$ cat src/rtl/pes_div_pkg.sv
// Shared constants for the sequential restoring divider: FSM encoding,
// default operand widths and the step-counter width helper.
package pes_div_pkg;

    localparam logic [1:0] S_IDLE = 2'd0;
    localparam logic [1:0] S_CALC = 2'd1;
    localparam logic [1:0] S_DONE = 2'd2;

    localparam int DW_DEF = 8;
    localparam int VW_DEF = 4;

    function automatic int cw_of(input int dw);
        return $clog2(dw + 1);
    endfunction

    localparam int CW = cw_of(DW_DEF);

endpackage

$ cat src/rtl/pes_seq_div_step.sv
// One restoring-division step: shift in the next dividend bit, subtract the
// divisor when it fits, and report the resulting quotient bit.
module pes_div_step
    import pes_div_pkg::*;
#(
    parameter int VW = VW_DEF
) (
    input  logic [VW-1:0] rem_i,
    input  logic          bit_i,
    input  logic [VW-1:0] divisor_i,
    output logic [VW-1:0] rem_o,
    output logic          qbit_o
);

    logic [VW:0] t;

    always_comb begin
        t      = {rem_i, bit_i};
        qbit_o = (t >= {1'b0, divisor_i});
        // The true result is below the divisor, so modulo-2^VW subtraction is exact.
        rem_o  = t[VW-1:0] - (qbit_o ? divisor_i : '0);
    end

endmodule

$ cat src/rtl/pes_seq_div.sv
// Sequential restoring divider, one quotient bit per clock, with valid/ready
// handshakes on both the operand and the result side.
//
// state  | meaning
// IDLE   | waiting for operands, in_ready high
// CALC   | shifting out one quotient bit per cycle
// DONE   | result held on the outputs until out_ready
module pes_seq_div
    import pes_div_pkg::*;
#(
    parameter int DW = DW_DEF,
    parameter int VW = VW_DEF
) (
    input  logic          wb_clk_i,
    input  logic          wb_rst_ni,
    input  logic          in_valid,
    output logic          in_ready,
    input  logic [DW-1:0] dividend,
    input  logic [VW-1:0] divisor,
    output logic          out_valid,
    input  logic          out_ready,
    output logic [DW-1:0] quotient,
    output logic [VW-1:0] remainder,
    output logic          div_by_zero,
    output logic          busy
);

    localparam int CNT_W = cw_of(DW);
    localparam logic [CNT_W-1:0] CNT_INIT = CNT_W'(DW);
    localparam logic [CNT_W-1:0] CNT_ONE  = CNT_W'(1);

    logic [1:0]       state_q, state_d;
    logic [DW-1:0]    shift_q, shift_d;
    logic [VW-1:0]    rem_q, rem_d;
    logic [VW-1:0]    div_q, div_d;
    logic [CNT_W-1:0] cnt_q, cnt_d;
    logic             dbz_q, dbz_d;

    logic [VW-1:0]    step_rem;
    logic             step_qbit;

    pes_div_step #(.VW(VW)) u_step (
        .rem_i     (rem_q),
        .bit_i     (shift_q[DW-1]),
        .divisor_i (div_q),
        .rem_o     (step_rem),
        .qbit_o    (step_qbit)
    );

    always_comb begin
        state_d = state_q;
        shift_d = shift_q;
        rem_d   = rem_q;
        div_d   = div_q;
        cnt_d   = cnt_q;
        dbz_d   = dbz_q;
        case (state_q)
            S_IDLE: begin
                if (in_valid) begin
                    div_d = divisor;
                    if (divisor == '0) begin
                        shift_d = '1;
                        rem_d   = dividend[VW-1:0];
                        dbz_d   = 1'b1;
                        state_d = S_DONE;
                    end else begin
                        shift_d = dividend;
                        rem_d   = '0;
                        dbz_d   = 1'b0;
                        cnt_d   = CNT_INIT;
                        state_d = S_CALC;
                    end
                end
            end
            S_CALC: begin
                shift_d = {shift_q[DW-2:0], step_qbit};
                rem_d   = step_rem;
                cnt_d   = cnt_q - CNT_ONE;
                if (cnt_q == CNT_ONE) state_d = S_DONE;
            end
            S_DONE: begin
                if (out_ready) state_d = S_IDLE;
            end
            default: state_d = S_IDLE;
        endcase
    end

    always_ff @(posedge wb_clk_i or negedge wb_rst_ni) begin
        if (!wb_rst_ni) begin
            state_q <= S_IDLE;
            shift_q <= '0;
            rem_q   <= '0;
            div_q   <= '0;
            cnt_q   <= '0;
            dbz_q   <= 1'b0;
        end else begin
            state_q <= state_d;
            shift_q <= shift_d;
            rem_q   <= rem_d;
            div_q   <= div_d;
            cnt_q   <= cnt_d;
            dbz_q   <= dbz_d;
        end
    end

    assign in_ready    = (state_q == S_IDLE);
    assign out_valid   = (state_q == S_DONE);
    assign busy        = (state_q != S_IDLE);
    assign quotient    = shift_q;
    assign remainder   = rem_q;
    assign div_by_zero = dbz_q;

endmodule

$ cat config.mk
export PLATFORM = sky130hd
export DESIGN_NAME = pes_seq_div
export DESIGN_NICKNAME = d
export VERILOG_FILES = /design/src/rtl/pes_div_pkg.sv /design/src/rtl/pes_seq_div_step.sv /design/src/rtl/pes_seq_div.sv
export SDC_FILE = /design/constraint.sdc
export NUM_CORES = 1
export LEC_CHECK = 0
export CAP_MARGIN = 0
export CORE_ASPECT_RATIO = 0.6
export CORE_MARGIN = 2
export CORE_UTILIZATION = 49
export CTS_BUF_LIST = sky130_fd_sc_hd__clkbuf_8 sky130_fd_sc_hd__clkbuf_16
export CTS_CLUSTER_DIAMETER = 120
export CTS_CLUSTER_SIZE = 24
export DETAILED_ROUTE_END_ITERATION = 8
export PLACE_DENSITY = 0.89
export SLEW_MARGIN = 20
export SYNTH_ARGS = -nofsm -noshare
export SYNTH_HDL_FRONTEND = slang
export SYNTH_SLANG_ARGS = --single-unit
$ cat constraint.sdc
create_clock -name wb_clk_i -period 4.2 [get_ports wb_clk_i]
set_input_delay 0.84 -clock wb_clk_i [delete_from_list [all_inputs] [get_ports wb_clk_i]]
set_output_delay 0.84 -clock wb_clk_i [all_outputs]
set_load 0.03 [all_outputs]
==> results.md, run 1 <==
* Outcome: finished clean
* Largest net degree at the start of global routing at 24
* Post-Synthesis Cells at 142
* Slowest stage delay, CP at 0.49 ns
* Resized cells post-CTS at 0
* Grt total ovfl at 0
* Ports at 32
* Worst skew pair latency at 0.27 ns
* Starting DRT DRC Count at 76
* Clock Path Buffers at 2
* Clk slew on worst S/H paths at 0.08 ns
* VDD IR max at 0.5263 mV
* Synthesis-to-finish area growth at 26.01%
* Pwr dens at 893.2 nW/um2
* Post-Route WL at 3183 um
* Total CTS buffers at 3
* PortBufs at 31
* DP HPWL at 2336 um
* Post-synthesis sequential element count at 23
* Gr usage total at 21.69%
* CP max FO at 4
* Crit path capture type: register
* CP required at 4.37 ns
* Synthesized cell area at 1366 um2
* Leak at 0.0007349 uW
* Placer congestion estimate at 0.8486
* Yosys cell types at 45
* Most frequent cells in the layout: clkdlybuf4s50_1, dfrtp_1, nand2_1
* Hold WC Path Type: reg2reg
* Total die area at 3241 um2
* Drc violations at 0
* Post-Route Skew at 0.005243 ns
* CP dominant cell by count: ha_1
* Crit path launch type: register
* Achievable Freq at 313.6 MHz
* Die W at 72.17 um
* Period minus WS final at 3.189 ns
* RSZ-0062 raised after global routing: no
* Post-synth ARST share at 100.0%
* DR WL/cell at 15.68 um
* Max_cap viols at 0
* Post-route setup TNS at 0 ns
* Relative max-transition margin at 65.05%
* Crit path kind: reg2reg
* Seq/Total Area, Yosys at 42.12%
* Core box area at 2575 um2
* DR vias at 1131
* Syn Nets at 168
* Mean post-synth cell area at 9.622 um2
* Post-route setup slack at 1.011 ns
* CTS Hold Buffers Added at 0
* Endpoints failing setup at 0
* Slew Limit Fails at 0
* Number of post-CTS setup repair buffers at 0
* WP data arrival at 3.36 ns
* Crit path max-delay cell type: a211oi_1
* ANT nets after route at 0
* Rows at 14
* Vias per cell at 5.571
* Clock sink count at 23
* First-pass GRT wire length at 5250 um
* CP cell instances: ha_1, or2_1, a211oi_1, nor2_1, nand2_1, ha_1, and3b_1, or3_1, a2111o_1, a31o_1
* Number of global-route vias before repair at 1097
* Number of fill cells in the layout at 208
* Die Y at 44.91 um
* Share of cells above drive strength 1 at 11.70%
* ANT cells at 0
* H-tree depth at 1
* Fin. Hold Viols at 0
* Yosys warnings at 0
* Main synth FF type: dfrtp_1
* Drt first pass iters at 5
* Post-Place Setup Slack at 1.046 ns
* Starting Density at 53.06%
* Antenna violations before repair at 0
* Nets at 198
* Final period utilization at 75.93%
* Most common cell after layout, fill and taps aside: clkdlybuf4s50_1
* Transition time of the tightest slew-check pin at 0.5211 ns
* Post-synth EDFFs at 0
* CTS tree: done
* Root buffer cell: clkbuf_8
## path summary, 6_finish.rpt
check                                    startpoint                        to  slack [ns]  cells past startpoint
max                        remainder[1]$_DFFE_PN0P_  remainder[3]$_DFFE_PN0P_        1.01                     10
min                            div_q[3]$_DFFE_PN0P_      div_q[3]$_DFFE_PN0P_        0.51                      1
max reg2reg                remainder[1]$_DFFE_PN0P_  remainder[3]$_DFFE_PN0P_        1.01                     10
min reg2reg                    div_q[3]$_DFFE_PN0P_      div_q[3]$_DFFE_PN0P_        0.51                      1
max in group asynchronous                 wb_rst_ni  remainder[1]$_DFFE_PN0P_        3.31                      1
min in group asynchronous                 wb_rst_ni      cnt_q[2]$_DFFE_PN0P_        0.53                      1
## logic make-up after synthesis
family | after synthesis | synth area share (%)
AND/OR/NAND/NOR | 45 | 16.58
AO/OA/AOI/OAI | 37 | 18.32
flip-flops | 23 | 42.12
buffers and inverters | 19 | 6.960
adder cells (fa/ha/maj) | 10 | 9.707
multiplexers | 7 | 5.677
XOR/XNOR | 1 | 0.6411
## synth_stat cells, types with 2 or more instances
cell,count,area share [%]
a22oi_1,4,2.2
ha_1,9,8.2
o21ai_0,6,2.2
nand2_1,15,4.1
o31ai_1,4,2.2
clkbuf_1,3,0.82
nor2_1,13,3.6
o22ai_1,3,1.4
a21oi_1,2,0.73
mux2_2,6,4.9
inv_1,10,2.7
buf_2,2,0.73
dfrtp_1,23,42
nor3_1,5,1.8
o21ai_1,6,2.2
a32oi_1,2,1.3
## worst max-delay path, delay by kind of cell (launching register included)
kind                     cells  cell delay (ns)
adder cells (fa/ha/maj)      2             0.55
AND/OR/NAND/NOR              5             1.00
AO/OA/AOI/OAI                3             1.11
flip-flops                   1             0.42
## per-layer routing
layer	GRT usage [%]	up-vias	wire length [um]
met1	29.37	536	1549
met3	6.027	5	183
met2	35.60	31	1418
li1	-	559	-
met5	0	-	0
met4	4.528	0	32
## area by class of cell
| type | instances | area, um2 | share of cell area (%) |
|---|---|---|---|
| Tap cell | 32 | 40.04 | 2.326 |
| Clock buffer | 3 | 41.29 | 2.398 |
| Sequential cell | 23 | 575.6 | 33.43 |
| Timing Repair Buffer | 33 | 320.3 | 18.60 |
| Multi-Input combinational cell | 100 | 695.7 | 40.41 |
| Clock inverter | 1 | 7.507 | 0.4360 |
| Inverter | 11 | 41.29 | 2.398 |
## stage by stage
| stage | cell area (um2) | total power [uW] | hold slack [ns] | std cells | utilization (%) |
|---|---|---|---|---|---|
| after floorplan | 1366 | 1115 | 0.4794 | 142 | - |
| after global placement | 1678 | 1348 | 0.4909 | 199 | 65.16 |
| after detailed placement | 1678 | 1386 | 0.4958 | 199 | 65.16 |
| after CTS | 1727 | 1540 | 0.5145 | 203 | 67.06 |
| after global routing | 1722 | 1657 | 0.5427 | 203 | 66.86 |
| final | 1722 | 1538 | 0.5138 | 203 | 66.86 |
## power breakdown
| group | internal, uW | leakage [uW] | switching [uW] | total, uW |
|---|---|---|---|---|
| combinational | 428 | 0.000435 | 527 | 954 |
| clock | 67.4 | 0.0000217 | 79.2 | 147 |
| sequential | 332 | 0.000278 | 105 | 437 |
| total | 827 | 0.000735 | 711 | 1540 |
## registers in the layout, summed over array words and instances (netlist names)
signal       cells
remainder        4
quotient         8
cnt_q            4
state_q          2
div_by_zero      1
div_q            4
No activity file was read; power rests on OpenSTA's default activity.
==> inputs of run 2 (changes only) <==
clock period = 3 ns   (was 4.2 ns; I/O delays follow)
==> run 2 against run 1 <==
Power is 52% higher. Utilization increased by 4.2 points. Cell count is 3.9% higher. Clock-buffer cell count is the same. Sequential power up 41%. Flip-flop and latch count did not move. Highest routed layer unchanged. Global-route usage grew 1.2 points. Combinational power is 60% higher. Final area increased by 6.3%. Critical endpoint unchanged.
==> results.md, run 2 (synthesis gave the netlist of run 1 again) <==
* Outcome: finished clean
* Transition time of the tightest slew-check pin at 0.6543 ns
* Die Y at 44.91 um
* Achievable Freq at 341.7 MHz
* Most common cell after layout, fill and taps aside: clkdlybuf4s50_1
* Leak at 0.0007792 uW
* Final hold slack at 0.5125 ns
* Crit path max-delay cell type: or4_4
* Pwr dens at 1275 nW/um2
* Core box area at 2575 um2
* PortBufs at 31
* Clk slew on worst S/H paths at 0.08 ns
* Largest net degree at the start of global routing at 24
* Slew Limit Fails at 0
* DR vias at 1192
* Share of cells above drive strength 1 at 18.99%
* Post-Place Setup Slack at 0.009492 ns
* Slowest stage delay, CP at 0.52 ns
* Worst skew pair latency at 0.27 ns
* Ports at 32
* DR WL/cell at 15.50 um
* ANT nets after route at 0
* Max_cap viols at 0
* ANT cells at 0
* Fin. Hold Viols at 0
* CTS Hold Buffers Added at 0
* Drt first pass iters at 4
* DP HPWL at 2523 um
* Vias per cell at 5.649
* Synthesis-to-finish area growth at 33.97%
* Clock sink count at 23
* CP cell instances: ha_4, or4_4, a21oi_4, nor2_2, nand2_1, ha_4, a21o_2, or3_4, a2111o_1, a31o_1
* Nets at 206
* Most frequent cells in the layout: clkdlybuf4s50_1, dfrtp_1, nand2_1
* CP required at 3.16 ns
* Post-Route WL at 3270 um
* Crit path launch type: register
* Crit path capture type: register
* Final period utilization at 97.55%
* WP data arrival at 3.09 ns
* Crit path kind: reg2reg
* Gr usage total at 22.87%
* Starting Density at 53.06%
* Number of fill cells in the layout at 212
* Max FFs per register at 8
* Total CTS buffers at 3
* Placer congestion estimate at 0.8883
* CTS tree: done
* Root buffer cell: clkbuf_8
* Hold WC Path Type: reg2reg
* VDD IR max at 0.5558 mV
* Post-Route Skew at 0.008208 ns
* CP dominant cell by count: ha_4
* Starting DRT DRC Count at 70
* First-pass GRT wire length at 5595 um
* Grt total ovfl at 0
* CP max FO at 3
* Endpoints failing setup at 0
* Clock Path Buffers at 2
* H-tree depth at 1
* Antenna violations before repair at 0
* Die W at 72.17 um
* Fin util at 71.09%
* Rows at 14
* Drc violations at 0
* Post-route setup slack at 0.07359 ns
* Total die area at 3241 um2
* Number of global-route vias before repair at 1215
* Relative max-transition margin at 56.02%
* Period minus WS final at 2.926 ns
==> run 2: cell count changes in the layout (fill, tap and decap cells not counted), moves of 2 or more <==
cell	change
buf_4	+8
dfrtp_1	-2
dfrtp_2	+2
ha_1	-2
ha_4	+2
==> run 2: metal layers <==
metal | share of wire [%] | vias to the layer above | track usage, %
met5 | 0 | - | 0
met4 | 1.2 | 0 | 6.415
met3 | 7.5 | 7 | 6.027
met2 | 45 | 44 | 37.43
met1 | 47 | 567 | 30.62
li1 | - | 574 | -
==> run 2: per-stage QoR <==
step	total power [uW]	TNS [ns]	area, um2	std cells
floorplan	1609	0	1394	142
global placement	2018	0	1758	206
detailed placement	2073	0	1758	206
CTS	2278	0	1810	211
global route	2542	-0.005862	1831	211
finish	2334	0	1831	211
==> run 2: repair_timing <==
item / CTS / global route
hold endpoints to repair: 0 / 0
buffers inserted: 1 / 0
setup endpoints to repair: 1 / 1
pin swaps: 0 / 3
gates resized for setup: 0 / 4
==> run 2: path summary, 6_finish.rpt <==
kind | from | end | slack [ns] | depth (start not counted)
setup / recovery | remainder[2]$_DFFE_PN0P_ | remainder[3]$_DFFE_PN0P_ | 0.07 | 10
hold / removal | quotient[2]$_DFFE_PN0P_ | quotient[2]$_DFFE_PN0P_ | 0.51 | 2
setup reg to reg | remainder[2]$_DFFE_PN0P_ | remainder[3]$_DFFE_PN0P_ | 0.07 | 10
hold reg to reg | quotient[2]$_DFFE_PN0P_ | quotient[2]$_DFFE_PN0P_ | 0.51 | 2
max in group asynchronous | wb_rst_ni | remainder[0]$_DFFE_PN0P_ | 2.05 | 2
min in group asynchronous | wb_rst_ni | quotient[3]$_DFFE_PN0P_ | 0.68 | 2
==> run 2: area by class of cell <==
cell class,count,area [um2],area share [%]
inverters,11,41.29,2.256
clock inverters,1,3.754,0.2051
clock buffers,3,41.29,2.256
repair buffers,41,385.4,21.05
well taps,32,40.04,2.187
flip-flops and latches,23,578.1,31.58
multi-input cells,100,740.7,40.46
==> run 2: power by group <==
| group | leakage [uW] | internal, uW | total, uW | switching, uW |
|---|---|---|---|---|
| combinational | 0.000477 | 729 | 1530 | 801 |
| clock | 0.0000269 | 91.5 | 190 | 98.3 |
| sequential | 0.000276 | 467 | 614 | 147 |
| total | 0.000779 | 1290 | 2330 | 1050 |
==> run 2: critical path: cells and delay by family, from the launching register on <==
family	cells	cell delay, ns
DFF	1	0.44
adders and majority gates	2	0.38
AOI/OAI and AO/OA	4	0.96
and+or+nand+nor	4	1.03
